### config.mk
export PLATFORM = sky130hd
export DESIGN_NAME = uart_tx_arbiter
export DESIGN_NICKNAME = d
export VERILOG_FILES = /design/src/rtl/uart_arb_pkg.sv /design/src/rtl/uart_rr_picker.sv /design/src/rtl/uart_tx_arbiter.sv
export SDC_FILE = /design/constraint.sdc
export NUM_CORES = 1
export LEC_CHECK = 0
export BUFFER_PORTS_ARGS = -buffer_cell sky130_fd_sc_hd__buf_2
export CORE_UTILIZATION = 41
export CTS_BUF_LIST = sky130_fd_sc_hd__clkbuf_8
export DETAILED_ROUTE_END_ITERATION = 10
export GPL_ROUTABILITY_DRIVEN = 0
export PLACE_DENSITY = 0.8
export SYNTH_ARGS = -nofsm -noshare
export SYNTH_HDL_FRONTEND = slang
export SYNTH_SLANG_ARGS = --single-unit
export TNS_END_PERCENT = 30
### constraint.sdc
create_clock -name clk -period 2.32 [get_ports clk]
set_input_delay 0.348 -clock clk [delete_from_list [all_inputs] [get_ports clk]]
set_output_delay 0.348 -clock clk [all_outputs]
set_load 0.05 [all_outputs]
### src/rtl/uart_arb_pkg.sv
`default_nettype none
// ============================================================================
// Module      : uart_arb_pkg
// Description : Shared definitions for the UART transmit arbiter slice:
//               state encoding, parameter defaults, baud constants used by
//               the transmit shifter, and the grant-index width helper.
// Revision    : 1.0 - initial release
// ============================================================================
package uart_arb_pkg;

    // Arbiter state encoding (1-bit state register)
    localparam logic [0:0] c_IDLE = 1'b0;   // no grant held
    localparam logic [0:0] c_LOCK = 1'b1;   // grant held until last byte

    // Parameter defaults
    localparam int c_NUM_REQ_DEF        = 4;
    localparam int c_TIMEOUT_CYCLES_DEF = 100000;

    // Serial line timing shared with the transmit shifter
    localparam int c_CLK_HZ   = 100_000_000;
    localparam int c_BAUD     = 115_200;
    localparam int c_BAUD_DIV = c_CLK_HZ / c_BAUD;

    // Width of a requester index; never narrower than one bit
    function automatic int calc_id_w(input int n);
        return (n > 2) ? $clog2(n) : 1;
    endfunction

endpackage
`default_nettype wire

### src/rtl/uart_rr_picker.sv
`default_nettype none
// ============================================================================
// Module      : uart_rr_picker
// Description : Combinational rotating priority encoder. Finds the first set
//               bit of req starting at position ptr, wrapping modulo NUM_REQ.
// Ports       : req   in  NUM_REQ  request vector
//               ptr   in  ID_W     starting position (must be < NUM_REQ)
//               found out 1        at least one request bit set
//               idx   out ID_W     index of the winning request
// Revision    : 1.0 - initial release
// ============================================================================
module uart_rr_picker
    import uart_arb_pkg::*;
#(
    parameter int NUM_REQ = c_NUM_REQ_DEF,
    parameter int ID_W    = calc_id_w(NUM_REQ)
) (
    input  logic [NUM_REQ-1:0] req,
    input  logic [ID_W-1:0]    ptr,
    output logic               found,
    output logic [ID_W-1:0]    idx
);

    // Bit k of w_rot is req[(ptr + k) mod NUM_REQ]; doubling the vector lets a
    // plain shift perform the wrap for any NUM_REQ, not just powers of two.
    logic [NUM_REQ-1:0] w_rot;
    logic [ID_W-1:0]    w_off;
    logic [ID_W:0]      w_sum;

    assign w_rot = NUM_REQ'({req, req} >> ptr);

    always_comb begin
        found = 1'b0;
        w_off = '0;
        // Descending scan: the last hit written is the lowest offset
        for (int k = NUM_REQ - 1; k >= 0; k--) begin
            if (w_rot[k]) begin
                found = 1'b1;
                w_off = ID_W'(k);
            end
        end
        // Map the rotated offset back to an absolute index
        w_sum = {1'b0, ptr} + {1'b0, w_off};
        if (w_sum >= (ID_W + 1)'(NUM_REQ)) begin
            w_sum = w_sum - (ID_W + 1)'(NUM_REQ);
        end
        idx = w_sum[ID_W-1:0];
    end

endmodule
`default_nettype wire

### src/rtl/uart_tx_arbiter.sv
`default_nettype none
// ============================================================================
// Module      : uart_tx_arbiter
// Description : Round-robin, packet-locked arbiter sharing one byte-level UART
//               transmitter among NUM_REQ requesters. A grant is held until
//               the owner's last byte is accepted, so packets never interleave.
//               Optional idle timeout: define UART_TX_ARB_TIMEOUT_EN.
// Ports       : clk           in  1          system clock
//               rst           in  1          asynchronous active-high reset
//               req_valid     in  NUM_REQ    per-requester byte valid
//               req_data      in  8*NUM_REQ  requester i on [8i+7:8i]
//               req_last      in  NUM_REQ    end-of-packet, qualified by valid
//               req_ready     out NUM_REQ    byte accepted this cycle
//               tx_valid      out 1          byte valid toward transmitter
//               tx_data       out 8          byte toward transmitter
//               tx_ready      in  1          transmitter accepts a byte
//               grant_id      out ID_W       current owner index
//               busy          out 1          grant held
//               timeout_pulse out 1          forced release strobe
// Revision    : 1.0 - initial release
// ============================================================================
module uart_tx_arbiter
    import uart_arb_pkg::*;
#(
    parameter  int NUM_REQ        = c_NUM_REQ_DEF,
    parameter  int TIMEOUT_CYCLES = c_TIMEOUT_CYCLES_DEF,
    localparam int ID_W           = calc_id_w(NUM_REQ)
) (
    input  logic                 clk,
    input  logic                 rst,
    input  logic [NUM_REQ-1:0]   req_valid,
    input  logic [8*NUM_REQ-1:0] req_data,
    input  logic [NUM_REQ-1:0]   req_last,
    output logic [NUM_REQ-1:0]   req_ready,
    output logic                 tx_valid,
    output logic [7:0]           tx_data,
    input  logic                 tx_ready,
    output logic [ID_W-1:0]      grant_id,
    output logic                 busy,
    output logic                 timeout_pulse
);

    generate
        if (NUM_REQ < 2 || NUM_REQ > 8 || TIMEOUT_CYCLES < 1) begin : g_param_check
            $error("uart_tx_arbiter: NUM_REQ must be 2..8 and TIMEOUT_CYCLES >= 1");
        end
    endgenerate

    logic [0:0]      r_state;
    logic [ID_W-1:0] r_grant_id;
    logic [ID_W-1:0] r_rr_ptr;

    logic            w_found;
    logic [ID_W-1:0] w_win_idx;
    logic            w_owner_valid;
    logic            w_owner_last;
    logic [7:0]      w_owner_data;
    logic            w_xfer;
    logic            w_timeout;
    logic [ID_W-1:0] w_next_ptr;

    uart_rr_picker #(
        .NUM_REQ (NUM_REQ),
        .ID_W    (ID_W)
    ) u_picker (
        .req   (req_valid),
        .ptr   (r_rr_ptr),
        .found (w_found),
        .idx   (w_win_idx)
    );

    // Owner lane selection and forwarding, purely from registered state
    always_comb begin
        w_owner_valid = 1'b0;
        w_owner_last  = 1'b0;
        w_owner_data  = 8'h00;
        req_ready     = '0;
        for (int i = 0; i < NUM_REQ; i++) begin
            if (r_grant_id == ID_W'(i)) begin
                w_owner_valid = req_valid[i];
                w_owner_last  = req_last[i];
                w_owner_data  = req_data[8*i +: 8];
                req_ready[i]  = busy & tx_ready;
            end
        end
    end

    assign busy     = (r_state == c_LOCK);
    assign tx_valid = busy & w_owner_valid;
    assign tx_data  = busy ? w_owner_data : 8'h00;
    assign grant_id = r_grant_id;
    assign w_xfer   = tx_valid & tx_ready;

    assign w_next_ptr = (r_grant_id == ID_W'(NUM_REQ - 1)) ? '0 : r_grant_id + 1'b1;

`ifdef UART_TX_ARB_TIMEOUT_EN
    localparam int c_CNT_W = $clog2(TIMEOUT_CYCLES + 1);

    logic [c_CNT_W-1:0] r_idle_cnt;
    logic               r_timeout_pulse;

    // Fires on the cycle that would bring the idle count to TIMEOUT_CYCLES.
    // It needs owner valid low, so it can never coincide with a transfer.
    assign w_timeout = busy && !w_owner_valid &&
                       (r_idle_cnt == c_CNT_W'(TIMEOUT_CYCLES - 1));

    always_ff @(posedge clk or posedge rst) begin
        if (rst) begin
            r_idle_cnt      <= '0;
            r_timeout_pulse <= 1'b0;
        end else begin
            r_timeout_pulse <= w_timeout;
            if (!busy || w_owner_valid || w_timeout) begin
                r_idle_cnt <= '0;
            end else begin
                r_idle_cnt <= r_idle_cnt + 1'b1;
            end
        end
    end

    assign timeout_pulse = r_timeout_pulse;
`else
    assign w_timeout     = 1'b0;
    assign timeout_pulse = 1'b0;
`endif

    always_ff @(posedge clk or posedge rst) begin
        if (rst) begin
            r_state    <= c_IDLE;
            r_grant_id <= '0;
            r_rr_ptr   <= '0;
        end else begin
            case (r_state)
                c_IDLE: begin
                    // No byte is accepted here; the first transfer happens
                    // in LOCK, one cycle after the request was seen.
                    if (w_found) begin
                        r_grant_id <= w_win_idx;
                        r_state    <= c_LOCK;
                    end
                end
                c_LOCK: begin
                    if ((w_xfer && w_owner_last) || w_timeout) begin
                        r_rr_ptr <= w_next_ptr;
                        r_state  <= c_IDLE;
                    end
                end
                default: r_state <= c_IDLE;
            endcase
        end
    end

endmodule
`default_nettype wire

==> key figures, run 1 <==
Status
  – Status: completed

Pwr
  – Max VDD drop: 0.000975 V
  – Leakage: 0.626 nW
  – Pwr Density: 1810 nW/µm²

Setup path
  – Reg-to-reg critical path startpoint: grant_id[1]
  – Critical path class: flop to primary output
  – Crit Reg-Reg Endpoint: r_rr_ptr[1]
  – Arr. time, crit path: 1.95 ns
  – Critical Path RT: 1.97 ns
  – CP Launch Type: flop
  – CP startpoint: grant_id[1]
  – CP max FO: 9
  – FF-to-FF setup slack: 0.41 ns
  – Worst reg-to-reg path cell count: 7
  – Crit path capture type: primary output

Detailed routing
  – Drt total wl: 2360 µm
  – Routed Antenna Nets: 0
  – Routed len/inst: 12.5 µm
  – Routed vias/inst: 5.29
  – DRT Pass-1 Iters: 4
  – Iter 0 DRT Violations: 9
  – Via Count: 995
  – Final routed DRC violation total: 0

Synth
  – Sequential-to-total area share from yosys stat: 16.3%
  – Post-synthesis cell type count: 35
  – Synth Register Bits: 5
  – Synthesized area: 768 µm²
  – Cells after Synth: 104
  – Avg Cell Area, Syn: 7.39 µm²
  – Syn_nets: 152
  – Synth Warn #: 0

STA
  – Final Setup Violations: 0
  – Period utilization: 99.2%
  – Final Slew Violations: 0
  – Fin crit period: 2.30 ns
  – Setup TNS: 0 ns
  – RSZ-0062 raised after global routing: yes
  – Fin. Hold Viols: 0
  – Peak Freq: 0.435 GHz
  – Final clock skew: 0.00196 ns

Cells and area
  – Area of the multi-input gates: 586 µm²
  – Register area: 128 µm²
  – Nets: 212
  – Share of post-route cells with drive strength above 1: 46.0%
  – Fill cells: 154
  – Fin area: 1150 µm²
  – Final Core Density: 65.9%
  – Area growth from synthesis to layout: 49.8%
  – Antenna diodes: 0

Global routing
  – Vias in the first global route: 852
  – Global-route wire length before repair: 3420 µm
  – Initial antenna violation count: 0
  – Largest net degree at the start of global routing: 12
  – Congestion Overflow GR: 0
  – GRT Util Overall: 23.6%

Place
  – PortBufs: 58
  – HPWL after DPL: 1820 µm
  – Placed Area: 1080 µm²

Worst hold path
  – Hold Path Class: primary input to asynchronous set/reset pin

CTS
  – CTS Hold Bufs: 0
  – Total CTS buffers: 3
  – TritonCTS clock tree: built
  – CTS sink cnt: 5
  – Clock transition at the registers of the reported paths: 0.04 ns
  – Number of H-tree levels: 1
  – Clock tree root buffer cell: clkbuf_8
  – Worst-Skew Late Latency: 0.22 ns
  – Deepest clock path buffer count: 2

Floorplanning
  – Row Count: 15
  – Die Span X: 45.3 µm
  – DIE AREA: 2050 µm²
  – CORE AREA: 1750 µm²
  – # IOs: 60
  – Starting Density: 44.0%
  – Die Height: 45.3 µm

Run
  – Max cap viols: 0
synth_stat cells:
cell type	instances	area [µm²]
a211oi_1	1	7.51
nor2b_1	3	18.8
a21oi_1	11	55.1
nor2_1	8	30.0
buf_2	3	15.0
buf_1	1	3.75
dfrtp_1	5	125
mux2_1	3	33.8
o221ai_1	1	8.76
clkbuf_1	2	7.51
o21ai_0	5	25.0
and2_1	1	6.26
nor2b_2	1	8.76
nand2_1	8	30.0
nor3_1	1	5.00
conb_1	1	3.75
and3_1	4	25.0
nand3b_1	1	7.51
inv_2	1	3.75
ha_1	5	62.6
a22o_1	8	70.1
mux2_2	1	11.3
nand2b_1	1	6.26
o311ai_1	1	8.76
nand4_2	1	12.5
xnor2_1	2	17.5
inv_1	10	37.5
a21o_1	1	7.51
nand3_1	1	5.00
a221oi_1	7	61.3
buf_4	1	7.51
buf_6	1	11.3
a22oi_1	1	7.51
a22oi_2	1	12.5
a21oi_2	1	8.76
worst max-delay path, cell delays in order, from the launching register on:
cell and delay, ns:
dfrtp_2 0.39, inv_1 0.07, ha_2 0.24, buf_4 0.19
nand2_1 0.07, o21ai_0 0.08, mux2_2 0.28, a22o_1 0.21
buf_2 0.21
kinds of logic after synthesis:
logic type                 Yosys count  share of synthesized area [%]
buffers and inverters               19                           11.2
other                                1                          0.488
and+or+nand+nor                     30                           20.2
AOI/OAI and AO/OA                   38                           35.5
DFF                                  5                           16.3
muxes                                4                           5.86
adders and majority gates            5                           8.14
xor gates and xnor gates             2                           2.28
report_power, final:
group	internal [mW]	total, mW	switching, mW
clock	0.113	0.155	0.0420
sequential	0.134	0.212	0.0781
combinational	0.573	1.72	1.15
per-stage QoR:
| step | std cells | hold slack, ns | setup WS, ns | power [mW] |
|---|---|---|---|---|
| 6_report | 188 | 0.0151 | 0.0186 | 2.09 |
| 3_3_place_gp | 183 | 0.241 | 0.289 | 1.85 |
| 2_1_floorplan | 104 | 0.126 | 0.103 | 1.55 |
| 3_5_place_dp | 183 | 0.248 | 0.217 | 1.89 |
| 4_1_cts | 187 | 0.0165 | 0.0384 | 2.07 |
| 5_1_grt | 188 | 0.0274 | -0.0409 | 2.25 |
flip-flops by register name, summed over array words and instances (netlist names):
signal / cells
grant_id: 2
r_rr_ptr: 2
busy: 1
cells in the final DEF (no fill, tap or decap), drive strengths merged:
cell / synthesis / routed
nand3b: 1 / 1
a21oi: 12 / 12
a22oi: 2 / 2
ha: 5 / 5
nor2b: 4 / 5
dfrtp: 5 / 5
xnor2: 2 / 2
clkbuf: 2 / 3
and2: 1 / 1
inv: 11 / 12
o21ai: 5 / 5
nand3: 1 / 1
conb: 1 / 1
o311ai: 1 / 1
nand2: 8 / 8
nor2: 8 / 8
a21o: 1 / 1
buf: 6 / 62
a22o: 8 / 8
nand4: 1 / 1
and3: 4 / 4
a211oi: 1 / 1
mux2: 4 / 4
nand2b: 1 / 1
o221ai: 1 / 1
a221oi: 7 / 7
nor3: 1 / 1
area by class of cell:
class                           count  share of cell area, %
Sequential cell                     5                   11.1
Clock buffer                        3                   3.59
Inverter                           11                   3.59
Multi-Input combinational cell     81                   50.9
Clock inverter                      1                  0.326
Tap cell                           25                   2.72
Timing Repair Buffer               62                   27.8
how the worst max path moves through the flow:
| stage | to | depth (start not counted) |
|---|---|---|
| detailed placement | tx_data[5] | 7 |
| CTS | tx_data[6] | 8 |
| finish | tx_data[6] | 8 |
| global placement | tx_data[5] | 7 |
| global route | tx_data[6] | 8 |
| floorplan | r_rr_ptr[0] | 8 |
timing repair:
action | in CTS | in global routing
resized for setup | 2 | 1
endpoints found under the hold margin | 0 | 0
cloned | 0 | 1
endpoints found under the setup margin | 7 | 7
buffers inserted | 0 | 0
metal layers:
layer  part of all wire [%]  track usage, %
met1                     40            23.3
met3                    7.4            6.40
met5                      0               0
met4                    2.1            15.2
met2                     50            42.9
Power figures use the tool's default switching activity.
==> inputs of run 2 (changes only) <==
--- a/config.mk
+++ b/config.mk
@@ -6,11 +6,13 @@
 export NUM_CORES = 1
 export LEC_CHECK = 0
 export BUFFER_PORTS_ARGS = -buffer_cell sky130_fd_sc_hd__buf_2
-export CORE_UTILIZATION = 41
+export CELL_PAD_IN_SITES_DETAIL_PLACEMENT = 0
+export CELL_PAD_IN_SITES_GLOBAL_PLACEMENT = 1
+export CORE_UTILIZATION = 26
 export CTS_BUF_LIST = sky130_fd_sc_hd__clkbuf_8
 export DETAILED_ROUTE_END_ITERATION = 10
 export GPL_ROUTABILITY_DRIVEN = 0
-export PLACE_DENSITY = 0.8
+export PLACE_DENSITY = 0.78
 export SYNTH_ARGS = -nofsm -noshare
 export SYNTH_HDL_FRONTEND = slang
 export SYNTH_SLANG_ARGS = --single-unit
==> run 2 against run 1 <==
  * Via count decreased by 2.1%
  * Clock power about the same
  * Global-route usage decreased by 8.2 points
  * Total power increased by 0.40%
  * Design area increased by 0.11%
  * Wire length increased by 5.0%
  * Sequential power about the same
  * Sequential share of layout area about the same
  * Clock skew increased by 0.0036 ns
  * Combinational power about the same
  * Setup slack improved by 0.039 ns
  * Critical endpoint is now tx_data[2]
  * Largest power group unchanged
==> key figures, run 2 (synthesis gave the netlist of run 1 again) <==
Detailed routing
  – Iter 0 DRT Violations: 54
  – Met1 Wirelength: 1090 µm
  – Metal2 WL: 1080 µm
  – Highest metal used: met4
  – Met3 Wirelength: 255 µm
  – Via Count: 974
  – Final routed DRC violation total: 0
  – Routed len/inst: 12.8 µm
  – DRT Pass-1 Iters: 4
  – Routed vias/inst: 5.05
  – Routed Antenna Nets: 0
  – Drt total wl: 2480 µm

Global routing
  – Vias in the first global route: 899
  – Global-route wire length before repair: 3870 µm
  – Initial antenna violation count: 0
  – Congestion Overflow GR: 0
  – Largest net degree at the start of global routing: 17
  – GRT Util Overall: 15.4%

Pwr
  – Net switching power: 1.27 mW
  – Power share of the clock group: 7.5%
  – Cell Int Power: 824 µW
  – Pwr Density: 1820 nW/µm²
  – Sequential share of power: 10.2%
  – Switching share of power: 60.7%
  – Power share of the combinational group: 82.3%
  – Max VDD drop: 0.00124 V
  – Power, Total: 2.09 mW
  – Leakage: 0.620 nW

STA
  – Final Slew Violations: 0
  – Final WS setup: 0.0578 ns
  – Final clock skew: 0.00554 ns
  – RSZ-0062 raised after global routing: yes
  – Setup TNS: 0 ns
  – Final Setup Violations: 0
  – Fin. Hold Viols: 0
  – Hold slack final: 0.0126 ns
  – Peak Freq: 0.442 GHz
  – Fin crit period: 2.26 ns
  – Period utilization: 97.5%

CTS
  – Total CTS buffers: 3
  – CTS sink cnt: 5
  – Clock transition at the registers of the reported paths: 0.04 ns
  – Deepest clock path buffer count: 2
  – CTS Hold Bufs: 0
  – Clock tree root buffer cell: clkbuf_8
  – Worst-Skew Late Latency: 0.22 ns
  – TritonCTS clock tree: built
  – Number of H-tree levels: 1

Floorplanning
  – Row Count: 19
  – Die Height: 56.4 µm
  – Die Span X: 56.4 µm
  – Starting Density: 27.6%
  – DIE AREA: 3180 µm²
  – # IOs: 60
  – CORE AREA: 2780 µm²

Place
  – HPWL after DPL: 2040 µm
  – Placed Area: 1080 µm²
  – Pre-CTS setup slack: 0.138 ns
  – Number of cells after detailed placement: 188
  – PortBufs: 58

Cells and area
  – Fin area: 1150 µm²
  – Final std cells w/o fill: 193
  – Share of post-route cells with drive strength above 1: 45.7%
  – Most frequent cells in the layout: buf_2, a21oi_1, inv_1
  – Nets: 211
  – Antenna diodes: 0
  – Commonest non-fill, non-tap cell in the layout: buf_2
  – Area growth from synthesis to layout: 50.0%
  – Final Core Density: 41.4%

Worst hold path
  – Hold Path Class: primary input to asynchronous set/reset pin

Setup path
  – Arr. time, crit path: 1.91 ns
  – Critical Path RT: 1.97 ns
  – CP Launch Type: flop
  – Reg-to-reg critical path startpoint: grant_id[0]
  – CP max FO: 8
  – CP startpoint: grant_id[0]
  – Critical path class: flop to primary output
  – Crit path capture type: primary output

Run
  – Max cap viols: 0

Status
  – Status: completed
run 2: cell count changes in the layout (fill, tap and decap cells not counted), sizes merged:
cell | previous run | this run
buf | 62 | 59
clkbuf | 3 | 6
nor2b | 5 | 4
run 2: critical path, stage by stage (launching register included):
cell      delay [ns]
dfrtp_2         0.43
inv_1           0.12
ha_1            0.19
nor2b_4         0.25
a221oi_1        0.11
a21oi_1         0.17
a22o_1          0.16
buf_2           0.26
run 2: layout make-up:
class | instances | area, µm²
sequential | 5 | 128
clock inverter | 1 | 3.75
inverter | 11 | 41.3
fill | 305 | 1630
clock buffer | 3 | 41.3
timing repair buffer | 62 | 328
tap | 31 | 38.8
multi-input combinational | 80 | 572
run 2: timing repair:
item                                    4_1_cts  5_1_grt
endpoints found under the hold margin         0        0
endpoints found under the setup margin        7        7
setup buffers                                 0        1
gates resized for setup                       2        3
run 2: path summary, 6_finish.rpt:
path	end	slack [ns]	cells after the start
max in group asynchronous	grant_id[1]	2.12	2
min in group clk	busy	0.50	3
hold / removal	busy	0.01	2
hold reg to reg	grant_id[1]	0.59	2
setup / recovery	tx_data[2]	0.06	7
setup reg to reg	r_rr_ptr[1]	0.28	8
run 2: power by group through the flow:
| stage | Sequential, mW | Combinational [mW] | Clock (mW) |
|---|---|---|---|
| after global routing | 0.225 | 1.84 | 0.168 |
| after global placement | 0.210 | 1.67 | 0 |
| after detailed placement | 0.214 | 1.68 | 0 |
| after CTS | 0.213 | 1.70 | 0.164 |
| after floorplan | 0.260 | 1.29 | 0 |
| final | 0.213 | 1.72 | 0.158 |
run 2: layer usage:
metal | GRT usage [%] | up-vias
met5 | 0 | -
met4 | 5.23 | 0
met3 | 4.15 | 6
met2 | 25.9 | 59
met1 | 19.0 | 420
li1 | - | 489
==> inputs of run 3 (changes only) <==
--- a/config.mk
+++ b/config.mk
@@ -8,6 +8,7 @@
 export BUFFER_PORTS_ARGS = -buffer_cell sky130_fd_sc_hd__buf_2
 export CELL_PAD_IN_SITES_DETAIL_PLACEMENT = 0
 export CELL_PAD_IN_SITES_GLOBAL_PLACEMENT = 1
+export CORE_ASPECT_RATIO = 0.7
 export CORE_UTILIZATION = 26
 export CTS_BUF_LIST = sky130_fd_sc_hd__clkbuf_8
 export DETAILED_ROUTE_END_ITERATION = 10
==> run 3 against run 2 <==
  * Count of clock-buffer cells in the layout is the same
  * First-iteration DRC count grew 24%
  * Setup slack gained 0.058 ns
  * Combinational power grew 4%
  * Highest routed layer unchanged
  * Clock power is essentially flat
  * Design area grew 2.5%
  * Sequential power grew 3%
  * Largest power group unchanged
  * Flip-flop and latch count is the same
  * Worst hold slack lost 0.0024 ns
  * Total power grew 3.2%
  * Wire length is essentially flat
==> key figures, run 3 (synthesis gave the netlist of run 1 again) <==
Status
  – Status: completed

Pwr
  – Power share of the combinational group: 82.6%
  – Power share of the clock group: 7.2%
  – Max VDD drop: 0.000923 V
  – Cell Int Power: 871 µW
  – Switching share of power: 59.7%
  – Pwr Density: 1830 nW/µm²
  – Leakage: 0.628 nW
  – Net switching power: 1.29 mW
  – Power, Total: 2.16 mW
  – Sequential share of power: 10.2%

Detailed routing
  – Via Count: 1,000
  – Met3 Wirelength: 90 µm
  – Iter 0 DRT Violations: 67
  – Met1 Wirelength: 1220 µm
  – Drt total wl: 2480 µm
  – Routed len/inst: 12.4 µm
  – Routed Antenna Nets: 0
  – DRT Pass-1 Iters: 4
  – Highest metal used: met4
  – Routed vias/inst: 5.03
  – Metal2 WL: 1140 µm
  – Final routed DRC violation total: 0

Global routing
  – Vias in the first global route: 745
  – GRT Util Overall: 14.5%
  – Initial antenna violation count: 0
  – Largest net degree at the start of global routing: 12
  – Global-route wire length before repair: 3380 µm
  – Congestion Overflow GR: 0

Setup path
  – Max stage delay cell, worst path: dfrtp_2
  – Arr. time, crit path: 1.86 ns
  – FF-to-FF setup slack: 0.33 ns
  – Crit path capture type: primary output
  – Critical path's top delay family: flip-flops
  – Crit path cell chain: inv_1, ha_1, nor2b_4, a221oi_1, a21oi_1, a22o_1, clkbuf_4
  – CP Launch Type: flop
  – Crit path buf inv count: 2
  – Critical path class: flop to primary output
  – Critical Path RT: 1.97 ns
  – Max stage delay on crit path: 0.43 ns
  – CP max FO: 9

CTS
  – CTS Hold Bufs: 0
  – TritonCTS clock tree: built
  – Worst-Skew Late Latency: 0.22 ns
  – Number of H-tree levels: 1
  – Clock tree root buffer cell: clkbuf_8
  – CTS sink cnt: 5
  – Clock transition at the registers of the reported paths: 0.04 ns
  – Deepest clock path buffer count: 2
  – Total CTS buffers: 3

Place
  – Pre-CTS setup slack: 0.191 ns
  – PortBufs: 58
  – Placed Area: 1100 µm²
  – Number of cells after detailed placement: 194
  – HPWL after DPL: 1970 µm

Floorplanning
  – Starting Density: 27.4%
  – DIE AREA: 3180 µm²
  – Die Span X: 67.0 µm
  – CORE AREA: 2800 µm²
  – # IOs: 60
  – Row Count: 16
  – Die Height: 47.5 µm

STA
  – Peak Freq: 0.454 GHz
  – Final Slew Violations: 0
  – Fin. Hold Viols: 0
  – Final clock skew: 0.00681 ns
  – Hold slack final: 0.0102 ns
  – Period utilization: 95.0%
  – Setup TNS: 0 ns
  – Final Setup Violations: 0
  – Final WS setup: 0.116 ns
  – RSZ-0062 raised after global routing: yes
  – Fin crit period: 2.20 ns

Cells and area
  – Area growth from synthesis to layout: 53.7%
  – Final std cells w/o fill: 199
  – Final Core Density: 42.1%
  – Most frequent cells in the layout: buf_2, a21oi_1, inv_1
  – Antenna diodes: 0
  – Nets: 212
  – Share of post-route cells with drive strength above 1: 46.0%
  – Fin area: 1180 µm²
  – Commonest non-fill, non-tap cell in the layout: buf_2

Run
  – Max cap viols: 0

Worst hold path
  – Hold Path Class: primary input to asynchronous set/reset pin
run 3: cell count changes in the layout (fill, tap and decap cells not counted), sizes merged:
cell,previous run,this run
clkbuf,6,7
run 3: routing by layer:
layer	vias up	GRT usage [%]
met5	-	0
met4	0	3.83
met3	2	4.29
met2	27	18.8
met1	473	22.5
li1	498	-
run 3: power groups by stage:
stage / clock network, mW / logic, mW / registers (mW)
6_report: 0.156 / 1.79 / 0.220
5_1_grt: 0.168 / 1.91 / 0.232
4_1_cts: 0.162 / 1.71 / 0.217
3_5_place_dp: 0 / 1.68 / 0.217
3_3_place_gp: 0 / 1.68 / 0.212
2_1_floorplan: 0 / 1.29 / 0.260
run 3: path summary, 6_finish.rpt:
check	end	startpoint	cells past startpoint
min reg2reg	grant_id[1]	grant_id[1]	2
max reg2reg	r_rr_ptr[1]	grant_id[0]	8
min in group clk	busy	tx_ready	3
max in group asynchronous	grant_id[0]	rst	2
min	busy	rst	2
max	tx_data[5]	grant_id[0]	7
run 3: timing repair:
item	CTS	global route
gates cloned	0	0
resized for setup	2	9
setup endpoints to repair	6	7
pin swaps	0	0
buffers inserted	0	1
run 3: worst register-to-register path: stages (launching register included):
cell	delay, ns
dfrtp_2	0.43
inv_1	0.10
ha_1	0.19
nor2b_4	0.28
buf_4	0.16
a22oi_2	0.06
a21oi_4	0.17
nand4_2	0.14
mux2_1	0.34
run 3: cell type report:
type | instances | area (µm²)
fill | 295 | 1620
tap | 36 | 45.0
clock buffer | 3 | 41.3
sequential | 5 | 128
multi-input combinational | 80 | 572
timing repair buffer | 63 | 350
clock inverter | 1 | 3.75
inverter | 11 | 41.3
